$ cat config.mk
export PLATFORM = sky130hd
export DESIGN_NAME = max_pool_reduce
export DESIGN_NICKNAME = d
export VERILOG_FILES = /design/src/rtl/max_pool_pkg.sv /design/src/rtl/max_pool_reduce_max2_cell.sv /design/src/rtl/max_pool_reduce.sv
export SDC_FILE = /design/constraint.sdc
export NUM_CORES = 1
export LEC_CHECK = 0
export CAP_MARGIN = 5
export CORE_ASPECT_RATIO = 2
export CORE_MARGIN = 1
export CORE_UTILIZATION = 49
export CTS_CLUSTER_SIZE = 16
export DETAILED_ROUTE_END_ITERATION = 12
export PLACE_DENSITY = 0.81
export SKIP_CTS_REPAIR_TIMING = 1
export SYNTH_ARGS = -nofsm -noshare
export SYNTH_HDL_FRONTEND = slang
export SYNTH_SLANG_ARGS = --single-unit
$ cat constraint.sdc
create_clock -name clk -period 2.5 [get_ports clk]
set_input_delay 0.25 -clock clk [delete_from_list [all_inputs] [get_ports clk]]
set_output_delay 0.25 -clock clk [all_outputs]
set_load 0.02 [all_outputs]
$ cat src/rtl/max_pool_pkg.sv
// Shared sizing helpers for the max-pooling reduction tree.
package max_pool_pkg;

  // Number of registered comparator levels: ceil(log2(pool)), never fewer than one.
  function automatic int pool_levels(input int pool);
    return (pool <= 2) ? 1 : $clog2(pool);
  endfunction

  // Leaf count after padding the window up to a full binary tree.
  function automatic int pool_leaves(input int pool);
    return 1 << pool_levels(pool);
  endfunction

endpackage

$ cat src/rtl/max_pool_reduce_max2_cell.sv
// Combinational two-input unsigned maximum; one per comparator tree node.
module max2_cell #(
  parameter int W = 20
) (
  input  logic [W-1:0] a_i,
  input  logic [W-1:0] b_i,
  output logic [W-1:0] y_o
);

  assign y_o = (a_i >= b_i) ? a_i : b_i;

endmodule

$ cat src/rtl/max_pool_reduce.sv
// Fully pipelined max over a POOL_-element window; one window per clock, latency = tree depth.
module max_pool_reduce
  import max_pool_pkg::*;
#(
  parameter int input_width  = 20,
  parameter int output_width = 20,
  parameter int POOL_        = 4
) (
  input  logic                    clk,
  input  logic                    rst_n,
  input  logic [input_width-1:0]  ifm_input [POOL_],
  output logic [output_width-1:0] ifm_output
);

  localparam int LEVELS = pool_levels(POOL_);
  localparam int LEAVES = pool_leaves(POOL_);

  if (output_width < input_width) begin : g_bad_width
    $error("max_pool_reduce: output_width must be >= input_width");
  end
  if (POOL_ < 1) begin : g_bad_pool
    $error("max_pool_reduce: POOL_ must be >= 1");
  end

  // Missing leaves read as 0, which can never win an unsigned max.
  logic [input_width-1:0] leaf [LEAVES];

  for (genvar i = 0; i < LEAVES; i++) begin : g_leaf
    if (i < POOL_) begin : g_real
      assign leaf[i] = ifm_input[i];
    end else begin : g_pad
      assign leaf[i] = '0;
    end
  end

  // Heap-numbered tree: node 1 is the root, node i has children 2i and 2i+1.
  // Every internal node is a register, so each tree level is one pipeline stage.
  logic [input_width-1:0] node_d [1:LEAVES-1];
  logic [input_width-1:0] node_q [1:LEAVES-1];

  for (genvar n = 1; n < LEAVES; n++) begin : g_node
    if (2 * n >= LEAVES) begin : g_from_leaf
      max2_cell #(.W(input_width)) u_max (
        .a_i (leaf[2*n-LEAVES]),
        .b_i (leaf[2*n+1-LEAVES]),
        .y_o (node_d[n])
      );
    end else begin : g_from_node
      max2_cell #(.W(input_width)) u_max (
        .a_i (node_q[2*n]),
        .b_i (node_q[2*n+1]),
        .y_o (node_d[n])
      );
    end
  end

  always_ff @(posedge clk or posedge rst_n) begin
    if (rst_n) begin
      for (int n = 1; n < LEAVES; n++) begin
        node_q[n] <= '0;
      end
    end else begin
      for (int n = 1; n < LEAVES; n++) begin
        node_q[n] <= node_d[n];
      end
    end
  end

  always_comb begin
    ifm_output = '0;
    ifm_output[input_width-1:0] = node_q[1];
  end

endmodule

==> metrics.txt, run 1 <==
nets in the synthesized netlist 472; worst-skew pair later-pin latency 0.32 ns; PortBufs 101; Rows 45; CP endpoint kind flop; GR Overflow Total 0; layout-stage area growth over the synthesis result 40.3%; via count 2972; Total Routing Usage GR 25.2%; maximum number of pins on one net before global-route repair 27; horizontal extent of the die 64.1 µm; via-per-instance ratio 5.45; slew of the pin with the lowest slew margin 0.376 ns; antenna viol nets, final 0; clock period minus final worst setup slack 2.44 ns; top achievable clock speed 409 MHz; drc violations 0; initial cell density of the core 50.1%; detailed-route wire length 9.60 mm; deepest level of the CTS H-tree 3; first-pass GRT wire length 15.0 mm; buffer levels on the longest clock path 2; Post-synth EDFFs 0; Worst Hold Class in -> async; vias in the first global route 3300; Max VDD drop 0.000508 V; Yosys warnings 0; fraction of final layout cells with drive strength greater than 1 20.4%; most numerous cell types in the synthesized netlist 61 x sky130_fd_sc_hd__inv_1, 60 x sky130_fd_sc_hd__dfrtp_1, 60 x sky130_fd_sc_hd__ha_1, 40 x sky130_fd_sc_hd__mux2_2, 20 x sky130_fd_sc_hd__mux2_4; maximum net fanout on the critical path 16; area of the mapped netlist 3780 µm²; sequential share of the synthesized area 39.7%; normalized max-slew margin 74.9%; library cell with the highest instance count after synthesis sky130_fd_sc_hd__inv_1; # IOs 102; number of register bits inferred by synthesis 60; setup slack of the worst register-to-register path 0.06 ns; clock transition time at the flip-flop clock pins of the worst setup and hold paths 0.05 ns; number of violations of the max-capacitance limit 0; core area 7540 µm²; CTS root buf sky130_fd_sc_hd__clkbuf_16; main area contributors after synthesis sky130_fd_sc_hd__dfrtp_1 40%, sky130_fd_sc_hd__ha_1 20%, sky130_fd_sc_hd__mux2_2 12%, sky130_fd_sc_hd__mux2_4 7.9%, sky130_fd_sc_hd__inv_1 6.1%; die outline height 126 µm; number of pins with negative max-slew slack in the final report 0; cell type contributing the most total cell area after synthesis sky130_fd_sc_hd__dfrtp_1; cts bufs inserted 9; Post-DP HPWL 7.33 mm; worst-case clock skew 0.00677 ns; core occupancy in the finished layout 70.3%; Period Utilization, post-route 97.7%; number of cells on the worst reg-to-reg path 8; distinct cell type count after synthesis 25; average cell area after synthesis 11.5 µm²; total inserted antenna cells 0; DRT Pass-1 Iters 4; required time of the critical path 2.70 ns; result of the run finished, final reports clean; worst hold slack 0.239 ns; post-route standard cell area excluding fillers 5310 µm²; Initial DRC Count 146; portion of synthesized cell area occupied by the leading cell type 39.7%; static leakage 0.00259 µW; Pwr per Cell Area 720 nW/µm²; floorplan die area 8090 µm²; setup-violating endpoint count in the final report 0; unrepaired setup endpoints after global routing no; gp weighted congestion 0.836; number of failing hold endpoints at the final stage 0; count of clock tree sinks 60; dominant synthesized flop cell sky130_fd_sc_hd__dfrtp_1; number of cells produced by synthesis 330; nets 588; TritonCTS clock tree yes; kind of critical path reg -> reg; number of antenna violations at the first check in global routing 0; Worst Setup Start Kind flop; post-synthesis async set-or-reset flop share 100%; CP Data Arrival Time 2.65 ns; routed wire length per instance 17.6 µm; placed cell areas 4940 µm²
-- worst paths after layout --
check	to	from
worst max register to register	ifm_output[18]	node_q[9]
worst min-delay path	node_q[0]	rst_n
worst max-delay path	ifm_output[18]	node_q[9]
max in group asynchronous	node_q[39]	rst_n
worst min register to register	ifm_output[1]	node_q[1]
min in group clk	ifm_output[1]	node_q[1]
-- sequential cells by signal, indices dropped and copies added (netlist names) --
register	count
ifm_output	20
node_q	40
-- worst max-delay path, stage by stage, from the launching register on --
cell,delay [ns]
sky130_fd_sc_hd__dfrtp_1,0.38
sky130_fd_sc_hd__inv_1,0.08
sky130_fd_sc_hd__ha_1,0.32
sky130_fd_sc_hd__a21o_1,0.20
sky130_fd_sc_hd__a221o_1,0.35
sky130_fd_sc_hd__a221oi_2,0.30
sky130_fd_sc_hd__o221ai_2,0.19
sky130_fd_sc_hd__buf_12,0.21
sky130_fd_sc_hd__mux2_4,0.31
-- logic make-up after synthesis --
family | synth area share, %
multiplexers | 19.9
buffers and inverters | 7.51
AND/OR/NAND/NOR | 5.23
flip-flops | 39.7
AO/OA/AOI/OAI | 7.84
adder cells (fa/ha/maj) | 19.9
-- through the flow --
stage	TNS, ns	setup WS [ns]	total power, µW	std cells
finish	0	0.0564	3820	545
global placement	-1.39	-0.0885	2310	529
detailed placement	-3.90	-0.122	2360	529
floorplan	0	0.359	1880	330
global route	0	0.000827	3980	545
CTS	0	0.0593	3830	545
-- power breakdown --
part           leakage (µW)  internal (µW)  switching (µW)
logic               0.00172            643             514
registers          0.000699           1130            91.7
clock network      0.000173           1030             418
-- per-layer routing --
| metal | routed length, µm | vias to the layer above | global-route usage (%) | part of all wire (%) |
|---|---|---|---|---|
| li1 | - | 1375 | - | - |
| met1 | 2850 | 1450 | 19.3 | 30 |
| met2 | 5910 | 103 | 52.8 | 62 |
| met3 | 318 | 44 | 4.62 | 3.3 |
| met4 | 513 | 0 | 15.4 | 5.3 |
| met5 | 0 | - | 0 | 0 |
-- cell type report --
type                            count  area (µm²)
Clock buffer                       12         256
Clock inverter                      4        95.1
Fill cell                         585        2240
Inverter                           61         229
Multi-Input combinational cell    203        2010
Sequential cell                    60        1500
Tap cell                           94         118
Timing Repair Buffer              111        1100
-- cell usage in the layout (no fill, tap or decap), types with 2 or more instances in the layout --
cell | synthesis | routed
sky130_fd_sc_hd__inv_1 | 61 | 60
sky130_fd_sc_hd__o221ai_2 | 2 | 2
sky130_fd_sc_hd__clkbuf_8 | 0 | 2
sky130_fd_sc_hd__clkbuf_16 | 0 | 9
sky130_fd_sc_hd__mux2_4 | 20 | 20
sky130_fd_sc_hd__ha_1 | 60 | 60
sky130_fd_sc_hd__and2_0 | 3 | 3
sky130_fd_sc_hd__o21ai_0 | 6 | 6
sky130_fd_sc_hd__buf_4 | 0 | 9
sky130_fd_sc_hd__a221oi_2 | 2 | 2
sky130_fd_sc_hd__a221o_1 | 3 | 3
sky130_fd_sc_hd__bufinv_16 | 0 | 3
sky130_fd_sc_hd__nor2b_1 | 3 | 3
sky130_fd_sc_hd__nor2_1 | 8 | 8
sky130_fd_sc_hd__nor3_1 | 3 | 2
sky130_fd_sc_hd__mux2_2 | 40 | 40
sky130_fd_sc_hd__a21o_1 | 3 | 3
sky130_fd_sc_hd__nand2_1 | 15 | 15
sky130_fd_sc_hd__a211oi_1 | 5 | 5
sky130_fd_sc_hd__a21oi_1 | 15 | 15
sky130_fd_sc_hd__nand4_1 | 7 | 7
sky130_fd_sc_hd__clkdlybuf4s50_1 | 0 | 101
sky130_fd_sc_hd__dfrtp_1 | 60 | 60
sky130_fd_sc_hd__nand3_1 | 3 | 3
Note: power is estimated with default switching activity, not from simulation.
==> run 2: changes to the inputs <==
--- a/config.mk
+++ b/config.mk
@@ -11,6 +11,7 @@
 export CORE_UTILIZATION = 49
 export CTS_CLUSTER_SIZE = 16
 export DETAILED_ROUTE_END_ITERATION = 12
+export HOLD_SLACK_MARGIN = 0.12
 export PLACE_DENSITY = 0.81
 export SKIP_CTS_REPAIR_TIMING = 1
 export SYNTH_ARGS = -nofsm -noshare
==> results of run 2 <==
No change in the layout: final DEF, timing and power equal those of run 1.
